===== config.mk =====
export PLATFORM = sky130hd
export DESIGN_NAME = control_decode
export DESIGN_NICKNAME = d
export VERILOG_FILES = /design/src/rtl/control_decode_pkg.sv /design/src/rtl/control_decode_comb.sv /design/src/rtl/control_decode.sv
export SDC_FILE = /design/constraint.sdc
export NUM_CORES = 1
export LEC_CHECK = 0
export BUFFER_PORTS_ARGS = -buffer_cell sky130_fd_sc_hd__buf_2
export CORE_MARGIN = 5
export CORE_UTILIZATION = 41
export DETAILED_ROUTE_END_ITERATION = 16
export PLACE_DENSITY_LB_ADDON = 0.1
export SYNTH_ARGS = -nofsm -noshare
export SYNTH_HDL_FRONTEND = slang
export SYNTH_SLANG_ARGS = --single-unit

===== constraint.sdc =====
create_clock -name clk -period 0.8 [get_ports clk]
set_input_delay 0.12 -clock clk [delete_from_list [all_inputs] [get_ports clk]]
set_output_delay 0.12 -clock clk [all_outputs]
set_load 0.02 [all_outputs]

===== src/rtl/control_decode_pkg.sv =====
// Shared encodings and the registered control word for the RV32I main control decoder.
package control_decode_pkg;

  typedef enum logic [1:0] {
    ImmI   = 2'b00,
    ImmS   = 2'b01,
    ImmU   = 2'b10,
    ImmRsv = 2'b11
  } imm_sel_e;

  typedef enum logic [1:0] {
    OpARs1  = 2'b00,
    OpAPc4  = 2'b01,
    OpAPc   = 2'b10,
    OpAZero = 2'b11
  } op_a_e;

  typedef enum logic [1:0] {
    NpcPlus4  = 2'b00,
    NpcBranch = 2'b01,
    NpcJal    = 2'b10,
    NpcJalr   = 2'b11
  } next_pc_e;

  localparam logic [2:0] AluR   = 3'b000;
  localparam logic [2:0] AluI   = 3'b001;
  localparam logic [2:0] AluB   = 3'b010;
  localparam logic [2:0] AluJ   = 3'b011;
  localparam logic [2:0] AluL   = 3'b100;
  localparam logic [2:0] AluS   = 3'b101;
  localparam logic [2:0] AluLui = 3'b110;
  localparam logic [2:0] AluAui = 3'b111;

  localparam logic [3:0] ClsNop = 4'd0;
  localparam logic [3:0] ClsR   = 4'd1;
  localparam logic [3:0] ClsI   = 4'd2;
  localparam logic [3:0] ClsL   = 4'd3;
  localparam logic [3:0] ClsS   = 4'd4;
  localparam logic [3:0] ClsB   = 4'd5;
  localparam logic [3:0] ClsJ   = 4'd6;
  localparam logic [3:0] ClsJr  = 4'd7;
  localparam logic [3:0] ClsLui = 4'd8;
  localparam logic [3:0] ClsAui = 4'd9;

  typedef struct packed {
    logic       reg_write;
    logic       branch;
    logic       op_b;
    logic       store;
    logic       mem_to_reg;
    imm_sel_e   imm_sel;
    op_a_e      op_a;
    next_pc_e   next_pc;
    logic [2:0] alu;
    logic [3:0] alu_sel;
  } ctrl_t;

  localparam ctrl_t CtrlNop = '{
    reg_write:  1'b0,
    branch:     1'b0,
    op_b:       1'b0,
    store:      1'b0,
    mem_to_reg: 1'b0,
    imm_sel:    ImmI,
    op_a:       OpARs1,
    next_pc:    NpcPlus4,
    alu:        AluR,
    alu_sel:    ClsNop
  };

endpackage


===== src/rtl/control_decode_comb.sv =====
// Combinational priority decoder: instruction-class flags to control word.
module control_decode_comb
  import control_decode_pkg::*;
(
  input  logic  R,
  input  logic  I,
  input  logic  L,
  input  logic  S,
  input  logic  B,
  input  logic  J,
  input  logic  Jr,
  input  logic  lui,
  input  logic  aui,
  output ctrl_t ctrl
);

  // Priority: lui > aui > Jr > J > B > S > L > I > R.
  always_comb begin
    ctrl = CtrlNop;
    if (lui) begin
      ctrl.reg_write = 1'b1;
      ctrl.op_a      = OpAZero;
      ctrl.op_b      = 1'b1;
      ctrl.imm_sel   = ImmU;
      ctrl.alu       = AluLui;
      ctrl.alu_sel   = ClsLui;
    end else if (aui) begin
      ctrl.reg_write = 1'b1;
      ctrl.op_a      = OpAPc;
      ctrl.op_b      = 1'b1;
      ctrl.imm_sel   = ImmU;
      ctrl.alu       = AluAui;
      ctrl.alu_sel   = ClsAui;
    end else if (Jr) begin
      ctrl.reg_write = 1'b1;
      ctrl.op_a      = OpAPc4;
      ctrl.next_pc   = NpcJalr;
      ctrl.alu       = AluJ;
      ctrl.alu_sel   = ClsJr;
    end else if (J) begin
      ctrl.reg_write = 1'b1;
      ctrl.op_a      = OpAPc4;
      ctrl.next_pc   = NpcJal;
      ctrl.alu       = AluJ;
      ctrl.alu_sel   = ClsJ;
    end else if (B) begin
      ctrl.branch    = 1'b1;
      ctrl.next_pc   = NpcBranch;
      ctrl.alu       = AluB;
      ctrl.alu_sel   = ClsB;
    end else if (S) begin
      ctrl.store     = 1'b1;
      ctrl.op_b      = 1'b1;
      ctrl.imm_sel   = ImmS;
      ctrl.alu       = AluS;
      ctrl.alu_sel   = ClsS;
    end else if (L) begin
      ctrl.reg_write  = 1'b1;
      ctrl.op_b       = 1'b1;
      ctrl.mem_to_reg = 1'b1;
      ctrl.imm_sel    = ImmI;
      ctrl.alu        = AluL;
      ctrl.alu_sel    = ClsL;
    end else if (I) begin
      ctrl.reg_write = 1'b1;
      ctrl.op_b      = 1'b1;
      ctrl.imm_sel   = ImmI;
      ctrl.alu       = AluI;
      ctrl.alu_sel   = ClsI;
    end else if (R) begin
      ctrl.reg_write = 1'b1;
      ctrl.alu       = AluR;
      ctrl.alu_sel   = ClsR;
    end
  end

endmodule


===== src/rtl/control_decode.sv =====
// Registered main control decoder. Define CONTROL_DECODE_ILLEGAL_EN to add the
// registered multi-flag `illegal` output.
module control_decode
  import control_decode_pkg::*;
(
  input  logic       clk,
  input  logic       rst_n,
  input  logic       R,
  input  logic       I,
  input  logic       L,
  input  logic       S,
  input  logic       B,
  input  logic       J,
  input  logic       Jr,
  input  logic       lui,
  input  logic       aui,
  output logic       regWrite,
  output logic       branch,
  output logic       opB,
  output logic       store,
  output logic       memToReg,
  output logic [1:0] immSel,
  output logic [1:0] opA,
  output logic [1:0] nextPc,
  output logic [2:0] alu,
`ifdef CONTROL_DECODE_ILLEGAL_EN
  output logic [3:0] aluSel,
  output logic       illegal
`else
  output logic [3:0] aluSel
`endif
);

  ctrl_t ctrl_d, ctrl_q;

  control_decode_comb u_comb (
    .R    (R),
    .I    (I),
    .L    (L),
    .S    (S),
    .B    (B),
    .J    (J),
    .Jr   (Jr),
    .lui  (lui),
    .aui  (aui),
    .ctrl (ctrl_d)
  );

  always_ff @(posedge clk) begin
    if (!rst_n) ctrl_q <= CtrlNop;
    else        ctrl_q <= ctrl_d;
  end

  assign regWrite = ctrl_q.reg_write;
  assign branch   = ctrl_q.branch;
  assign opB      = ctrl_q.op_b;
  assign store    = ctrl_q.store;
  assign memToReg = ctrl_q.mem_to_reg;
  assign immSel   = ctrl_q.imm_sel;
  assign opA      = ctrl_q.op_a;
  assign nextPc   = ctrl_q.next_pc;
  assign alu      = ctrl_q.alu;
  assign aluSel   = ctrl_q.alu_sel;

`ifdef CONTROL_DECODE_ILLEGAL_EN
  logic [8:0] flags;
  logic       multi_d, illegal_q;

  assign flags   = {aui, lui, Jr, J, B, S, L, I, R};
  // More than one bit set iff clearing the lowest set bit leaves something.
  assign multi_d = |(flags & (flags - 9'd1));

  always_ff @(posedge clk) begin
    if (!rst_n) illegal_q <= 1'b0;
    else        illegal_q <= multi_d;
  end

  assign illegal = illegal_q;
`endif

endmodule


Word level (Yosys, flattened, before mapping)

Cells that the tools add are included.

Add/sub/neg operators: 0
$mul: 0
Divide/modulo/power cells: 0
Order comparisons: 0
Equal/unequal tests: 0
Shift-type cells: 0
Mux-type cells: 35
Bitwise gates (word level): 1
Reductions and logical operators: 5

Operators with widths:

| kind             | count |
|---|---|
| $mux W7          | 6 |
| $mux W1          | 22 |
| $mux W5          | 3 |
| $mux W11         | 1 |
| $mux W9          | 1 |
| $mux W4          | 2 |
| $reduce_or A7 Y1 | 1 |
| $reduce_or A6 Y1 | 1 |
| $reduce_or A5 Y1 | 1 |
| $reduce_or A3 Y1 | 1 |
| $reduce_or A2 Y1 | 1 |
| $not A1 Y1       | 1 |

Register bits: 18
Latch bits: 0
Bits in writable memories: 0
Bits in read-only memories: 0
Input bits: 11
Output and inout port bits: 18
Logic and storage cells: 55
Memories kept: 0

Logic depth before layout (Yosys ltp)

Gate-level depths: netlist of the first run.

Depth after elaboration: 9
Depth in mapped cells: 3

Cells and area by module

A second synthesis of the first run with hierarchy kept.

Cell total of the unflattened synthesis: 72
Area, all modules: 710.7 µm²

By module, submodules not included:

| module              | times used | cells each | area an instance (µm²) | seq. area each (µm²) |
|---|---|---|---|---|
| control_decode      | 1          | 37         | 501.7                  | 360.3 |
| control_decode_comb | 1          | 35         | 209.0                  | 0.0 |

Worst setup path before layout of the first run

No wires, ideal clock.

Path type: flip-flop to output port
Start: register, netlist name opA[1]
End: output port immSel[1]
Arrival: 0.617 ns
Required time: 0.680 ns
Setup slack: 0.063 ns
Cell stages (with the launch flop): 2
Path buffers: 1
Cell sequence: dfxtp_1 buf_4

RTL lines:

| item          | RTL line             | RTL |
|---|---|---|
| end, declared | control_decode.sv:22 | `output logic [1:0] immSel,` |

==> results of run 1 <==
report_power, final:
group | switching, uW | internal, uW | leakage (uW)
combinational | 146 | 142 | 0.000257
clock | 216 | 193 | 0.0000150
sequential | 15.8 | 787 | 0.000128
total | 378 | 1120 | 0.000400
how the worst max path moves through the flow:
stage / from / end / slack, ns / depth (start not counted)
after CTS: opA[1] / immSel[1] / -0.08 / 1
after global routing: opA[1] / aluSel[3] / -0.12 / 1
after detailed placement: B / memToReg / -0.12 / 3
final: opA[1] / aluSel[3] / -0.07 / 1
after global placement: B / memToReg / -0.10 / 3
after floorplan: opA[1] / immSel[1] / 0.06 / 1
layer usage:
metal	share of wire, %	up-vias	global-route usage (%)	wire length (um)
met3	9.6	2	3.91	117
met1	44	216	15.5	539
met2	45	21	18.1	549
met5	0	-	0	0
li1	-	261	-	-
met4	0.82	0	6.82	10
stage by stage:
step | hold WS [ns] | setup WS (ns) | TNS [ns]
3_3_place_gp | 0.386 | -0.101 | -0.304
5_1_grt | 0.0783 | -0.115 | -1.40
4_1_cts | 0.0781 | -0.0820 | -0.962
2_1_floorplan | 0.190 | 0.0627 | 0
6_report | 0.0937 | -0.0734 | -0.744
3_5_place_dp | 0.386 | -0.117 | -0.381
state kept, by name, summed over array words and instances (netlist names):
| signal | cells |
|---|---|
| immSel | 1 |
| alu | 3 |
| opA | 2 |
| memToReg | 1 |
| regWrite | 1 |
| aluSel | 3 |
| opB | 1 |
| nextPc | 2 |
| branch | 1 |
cells in the mapped netlist, types with 2 or more instances:
master | n | area share (%)
nor2_1 | 9 | 6.3
o31ai_1 | 2 | 2.8
o21ai_0 | 3 | 2.8
buf_4 | 3 | 4.2
dfxtp_1 | 15 | 56
nor2b_1 | 3 | 3.5
a21oi_1 | 7 | 6.5
nor3_1 | 2 | 1.9
cell families (layout without fill, tap and decap cells):
group | count (synthesis) | in the layout | share of synthesized area [%]
and+or+nand+nor | 21 | 21 | 23.4
DFF | 15 | 15 | 55.7
AOI/OAI and AO/OA | 15 | 15 | 16.0
buffers and inverters | 4 | 41 | 4.87
final cells by class:
class | instances | area (sq um) | share of cell area, %
clock buffers | 4 | 26.3 | 2.98
repair buffers | 36 | 302 | 34.2
multi-input cells | 36 | 213 | 24.1
flip-flops and latches | 15 | 319 | 36.2
well taps | 15 | 18.8 | 2.13
inverters | 1 | 3.75 | 0.426
==> flow_summary.json, run 1 <==
{
  "vias_per_cell": 4.67,
  "netlist_area_sq_um": 539,
  "worstPathCellList": "buf_4",
  "fill_cells": 108,
  "worst_hold_path_type": "in2reg",
  "fin_util_pct": 69.5,
  "drt_iter0_drc": 2,
  "io_pins": 29,
  "crit_path_start_kind": "flip-flop",
  "die_y_um": 46.3,
  "cp_top_family": "flip-flops",
  "synth-seq-cells": 15,
  "avgSynthCellArea_sq_um": 9.80,
  "slowest_stage": "dfxtp_2",
  "drc_errors": 0,
  "dp_hpwl_um": 964,
  "first_global_vias": 441,
  "violations": "negative setup slack",
  "drv_slew": 0,
  "die_w_um": 46.3,
  "cap_violations": 0,
  "period_share_pct": 109,
  "syn_nets": 66,
  "worst_ep_required_time_ns": 0.68,
  "io_buffers": 28,
  "end_kind": "output port",
  "period_minus_slack_ns": 0.873,
  "slew_headroom_pct": 82.7,
  "fp.coreArea_sq_mm": 0.00127,
  "cts.repair.resized": 46,
  "p_leak_uw": 0.000400,
  "crit_buf_inv": 1,
  "cts_hold_buffers": 0,
  "area_growth_pct": 63.6,
  "fmax_mhz": 1140,
  "worstPathMaxFanout": 3,
  "clockBufferDepth": 2,
  "ys_async_sr_fraction_pct": 0,
  "slowest_delay_ns": 0.33,
  "num_vias": 500,
  "rsz0062_at_grt": "yes",
  "drtPass1Iterations": 4,
  "hold_viol": 0,
  "place.gp.congestion": 0.736,
  "ys_seq_area_share_pct": 55.7,
  "start_util_pct": 42.5,
  "routed_wl_mm": 1.22,
  "post_cts.repair.setup_buffers": 0,
  "cts_sinks": 15,
  "p_total_uw": 1500,
  "setup_viol": 18,
  "layout_common_cells": "15 x dfxtp_2, 15 x buf_6, 11 x buf_4",
  "yosys_warnings": 0,
  "post_dp_cell_area_sq_um": 736,
  "grt_usage_pct": 12.2,
  "status": "finished, violations left",
  "tritoncts": "done",
  "cp.arrival_ns": 0.75,
  "final_area_sq_um": 882,
  "globalRouteOverflowTotal": 0,
  "setup_ws_ns": -0.0734,
  "final_cell_count_no_fill": 107,
  "synth_edf_count": 0,
  "postRouteAntennaNets": 0,
  "min_to": "memToReg",
  "worstHoldStart": "S",
  "die-area_sq_mm": 0.00214,
  "grt_pass1_wl_mm": 1.82,
  "synth-main-ff-cell": "dfxtp_1",
  "grt_max_degree": 9,
  "fin_nets": 104,
  "diodes": 0,
  "crit_type": "reg2out",
  "powerDensity_mw_per_mm2": 1700,
  "cts_root_buf": "clkbuf_4",
  "path_clk_slew_ns": 0.08,
  "max_slew.worst_pin.slew_ns": 0.257,
  "cts_buffers": 3,
  "synth_cell_types": 19,
  "antenna_found_initial": 0,
  "synth_cells": 55,
  "rows": 13,
  "routedWlPerCell_um": 11.4,
  "cts_htree_levels": 1,
  "dpl.cell_count": 103,
  "ir_drop_uv": 1140,
  "drive_gt1_share_pct": 64.1,
  "whs_path_depth": 2
}
No activity file was read; power rests on OpenSTA's default activity.
==> run 2, diff against run 1 <==
--- a/config.mk
+++ b/config.mk
@@ -9,6 +9,7 @@
 export CORE_MARGIN = 5
 export CORE_UTILIZATION = 41
 export DETAILED_ROUTE_END_ITERATION = 16
+export HOLD_SLACK_MARGIN = 0.1
 export PLACE_DENSITY_LB_ADDON = 0.1
 export SYNTH_ARGS = -nofsm -noshare
 export SYNTH_HDL_FRONTEND = slang
==> constraint.sdc (replaced) <==
create_clock -name clk -period 1 [get_ports clk]
set_input_delay 0.15 -clock clk [delete_from_list [all_inputs] [get_ports clk]]
set_output_delay 0.15 -clock clk [all_outputs]
set_load 0.02 [all_outputs]
==> run 2 against run 1 <==
  * The run now ends clean
  * Sequential share of layout area rose by 5.7 points
  * Highest routed layer unchanged
  * Routed wire length down 6.8%
  * Critical path type unchanged
  * Final cell count is 5.6% lower
==> flow_summary.json, run 2 (synthesis results as in run 1) <==
{
  "rsz0062_at_grt": "no",
  "max_slew.worst_pin.slew_ns": 0.284,
  "fill_cells": 124,
  "area_growth_pct": 32.9,
  "rows": 13,
  "cp.arrival_ns": 0.79,
  "clockBufferDepth": 2,
  "cap_violations": 0,
  "antenna_found_initial": 0,
  "grt_pass1_wl_mm": 1.68,
  "diodes": 0,
  "postRouteAntennaNets": 0,
  "period_share_pct": 93.6,
  "dp_hpwl_um": 899,
  "worstPathMaxFanout": 3,
  "register_area_sq_um": 300,
  "place_ws_ns": -0.0128,
  "cts_htree_levels": 1,
  "slowest_delay_ns": 0.34,
  "place.gp.congestion": 0.720,
  "status": "complete, no violations",
  "cts_hold_buffers": 0,
  "multi_input_area_sq_um": 213,
  "grt_max_degree": 9,
  "cts_sinks": 15,
  "post_cts.repair.setup_buffers": 0,
  "globalRouteOverflowTotal": 0,
  "crit_type": "reg2out",
  "start_util_pct": 42.5,
  "layout_common_cells": "28 x buf_2, 15 x dfxtp_1, 9 x nor2_1",
  "first_global_vias": 387,
  "path_clk_slew_ns": 0.08,
  "drc_errors": 0,
  "setup_ws_ns": 0.0644,
  "worstHoldStart": "B",
  "die_y_um": 46.3,
  "routed_wl_mm": 1.13,
  "routedWlPerCell_um": 11.2,
  "fin_nets": 98,
  "io_pins": 29,
  "fp.coreArea_sq_mm": 0.00127,
  "hold_viol": 0,
  "powerDensity_mw_per_mm2": 1590,
  "p_leak_uw": 0.000348,
  "vias_per_cell": 4.82,
  "drv_slew": 0,
  "die_w_um": 46.3,
  "worst_hold_path_type": "in2reg",
  "crit_buf_inv": 1,
  "worstPathCellList": "buf_2",
  "io_buffers": 28,
  "die-area_sq_mm": 0.00214,
  "cp_top_family": "flip-flops",
  "slew_headroom_pct": 81.0,
  "grt_usage_pct": 11.3,
  "cts_buffers": 3,
  "end_kind": "output port",
  "tritoncts": "done",
  "whs_ns": 0.131,
  "worst_ep_required_time_ns": 0.85,
  "slowest_stage": "dfxtp_1",
  "crit_path_start_kind": "flip-flop",
  "fmax_mhz": 1070,
  "drive_gt1_share_pct": 44.2,
  "ir_drop_uv": 906,
  "min_to": "branch",
  "drtPass1Iterations": 3,
  "drt_iter0_drc": 8,
  "num_vias": 487,
  "setup_viol": 0,
  "final_common_cell": "buf_2",
  "cts_root_buf": "clkbuf_4",
  "whs_path_depth": 3,
  "cts.repair.resized": 0,
  "period_minus_slack_ns": 0.936
}
run 2: cell types whose count changed in the layout (fill, tap and decap cells not counted):
cell	change
buf_6	-15
buf_4	-9
buf_2	+18
dfxtp_2	-15
dfxtp_1	+15
run 2: area by class of cell:
cell class,instances,area share [%]
flip-flops and latches,15,41.9
multi-input cells,36,29.7
repair buffers,30,21.6
well taps,15,2.62
clock buffers,4,3.66
inverters,1,0.524
run 2: worst max-delay path by stage:
stage	from	to	slack [ns]	depth (start not counted)
floorplan	opA[1]	immSel[1]	0.23	1
global placement	B	memToReg	0.08	3
detailed placement	B	memToReg	-0.01	3
CTS	opA[1]	aluSel[3]	0.06	1
global route	opA[1]	aluSel[3]	0.02	1
finish	opA[1]	aluSel[3]	0.06	1
run 2: power breakdown:
part / internal (uW) / switching [uW]
Sequential: 624 / 5.47
Combinational: 66.5 / 114
Clock: 155 / 175
run 2: metrics by stage:
step                      cells  area (sq um)  power (uW)  TNS, ns  utilization (%)
after detailed placement     97           691         825  -0.0128             54.4
after global routing        101           717        1200        0             56.5
after floorplan              55           539         745        0                -
after CTS                   101           717        1150        0             56.5
final                       101           717        1140        0             56.5
after global placement       97           691         824        0             54.4
run 2: routing by layer:
metal | vias up | share of wire, % | GRT usage, %
li1 | 249 | - | -
met3 | 4 | 13 | 3.52
met1 | 210 | 44 | 15.2
met4 | 0 | 1.9 | 6.82
met5 | - | 0 | 0
met2 | 24 | 41 | 15.4
==> run 3, diff against run 2 <==
--- a/config.mk
+++ b/config.mk
@@ -7,7 +7,7 @@
 export LEC_CHECK = 0
 export BUFFER_PORTS_ARGS = -buffer_cell sky130_fd_sc_hd__buf_2
 export CORE_MARGIN = 5
-export CORE_UTILIZATION = 41
+export CORE_UTILIZATION = 37
 export DETAILED_ROUTE_END_ITERATION = 16
 export HOLD_SLACK_MARGIN = 0.1
 export PLACE_DENSITY_LB_ADDON = 0.1
==> constraint.sdc (replaced) <==
create_clock -name clk -period 0.85 [get_ports clk]
set_input_delay 0.0425 -clock clk [delete_from_list [all_inputs] [get_ports clk]]
set_output_delay 0.0425 -clock clk [all_outputs]
set_load 0.02 [all_outputs]
==> run 3 against run 2 <==
  * Flip-flop and latch count unchanged
  * Via count is 8.6% higher
  * Final cell count grew 5.9%
  * Die area rose by 8.4%
  * Clock-buffer cell count unchanged
  * Clock power up 19%
  * Routed wire length grew 11%
  * Design area rose by 11%
==> flow_summary.json, run 3 (synthesis results as in run 1) <==
{
  "drv_slew": 0,
  "p_total_uw": 1380,
  "worst_hold_path_type": "in2reg",
  "tritoncts": "done",
  "rows": 13,
  "routed_wl_mm": 1.26,
  "start_util_pct": 40.4,
  "drive_gt1_share_pct": 43.5,
  "postRouteAntennaNets": 0,
  "drtPass1Iterations": 4,
  "cts_root_buf": "clkbuf_4",
  "cap_violations": 0,
  "cts_buffers": 3,
  "multi_input_area_sq_um": 218,
  "antenna_found_initial": 0,
  "whs_path_depth": 3,
  "ir_drop_uv": 1050,
  "globalRouteOverflowTotal": 0,
  "routedWlPerCell_um": 11.8,
  "status": "complete, no violations",
  "die-area_sq_mm": 0.00232,
  "max_slew.worst_pin.slew_ns": 0.278,
  "clkPwrFrac_pct": 28.5,
  "powerDensity_mw_per_mm2": 1740,
  "die_y_um": 48.2,
  "post_dp_cell_area_sq_um": 691,
  "p_leak_uw": 0.000376,
  "fill_cells": 141,
  "rsz0062_at_grt": "yes",
  "final_common_cell": "buf_2",
  "cp.arrival_ns": 1.00,
  "worstPathMaxFanout": 4,
  "worst_ep_required_time_ns": 1.02,
  "grt_pass1_wl_mm": 2.13,
  "end_kind": "flip-flop",
  "drc_errors": 0,
  "switching_power_uw": 361,
  "seqPwrFrac_pct": 53.8,
  "period_share_pct": 97.9,
  "internal_power_uw": 1020,
  "slew_headroom_pct": 81.4,
  "final_area_sq_um": 793,
  "io_buffers": 28,
  "die_w_um": 48.2,
  "pwr-share-comb_pct": 17.6,
  "dp_hpwl_um": 916,
  "period_minus_slack_ns": 0.832,
  "vias_per_cell": 4.94,
  "io_pins": 29,
  "clockBufferDepth": 2,
  "grt_max_degree": 9,
  "crit_path_start_kind": "input pin",
  "register_area_sq_um": 302,
  "place.gp.congestion": 0.698,
  "crit_type": "in2reg",
  "fmax_mhz": 1200,
  "grt_usage_pct": 13.5,
  "netSwitchingFraction_pct": 26.1,
  "cts_sinks": 15,
  "setup_viol": 0,
  "first_global_vias": 498,
  "drt_iter0_drc": 7,
  "fin_nets": 104,
  "diodes": 0,
  "layout_common_cells": "24 x buf_2, 14 x dfxtp_1, 9 x nor2_1",
  "num_vias": 529,
  "cts_htree_levels": 1,
  "area_growth_pct": 47.1,
  "path_clk_slew_ns": 0.08,
  "hold_viol": 0,
  "fp.coreArea_sq_mm": 0.00133
}
[run 3: cell types whose count changed in the layout (fill, tap and decap cells not counted), sizes merged]
cell,change
dlygate4sd3,+6
[run 3: area by class of cell]
class / count / share of cell area, %
clock buffers: 4 / 3.31
inverters: 1 / 0.473
well taps: 15 / 2.37
multi-input cells: 36 / 27.4
flip-flops and latches: 15 / 38.0
repair buffers: 36 / 28.4
[run 3: worst max-delay path, cell delays in order]
cell and delay, ns:
buf_2 0.12, dlygate4sd3_1 0.57, nor3_1 0.18, a21oi_1 0.08
[run 3: power by group through the flow]
stage / Combinational [uW] / Clock (uW) / Sequential [uW]
after global routing: 268 / 440 / 749
after CTS: 235 / 401 / 743
after detailed placement: 213 / 0 / 758
final: 244 / 394 / 744
after floorplan: 74.6 / 0 / 802
after global placement: 213 / 0 / 757
[run 3: routing by layer]
metal | share of wire (%) | global-route usage, % | vias to the layer above
met3 | 11 | 3.32 | 0
met4 | 0 | 6.45 | 0
li1 | - | - | 263
met2 | 47 | 21.4 | 32
met1 | 42 | 17.0 | 234
met5 | 0 | 0 | -
[run 3: path summary, 6_finish.rpt]
path / startpoint / to / slack, ns
min: aui / aluSel[0] / 0.10
max: Jr / aluSel[0] / 0.02
[run 3: through the flow]
step	TNS (ns)	util (%)	setup WS [ns]	cells	hold WS [ns]
floorplan	0	-	0.190	55	0.112
global placement	0	51.8	0.0274	97	0.305
detailed placement	-0.0270	51.8	-0.0270	97	0.313
CTS	0	58.3	0.0181	107	0.101
global route	-0.00426	59.5	-0.00228	107	0.116
finish	0	59.5	0.0180	107	0.104
[run 3: timing repair]
action | 4_1_cts | 5_1_grt
buffers inserted | 0 | 0
endpoints found under the setup margin | 0 | 8
hold endpoints to repair | 7 | 0
gates resized for setup | 0 | 6
hold buffers | 6 | 0
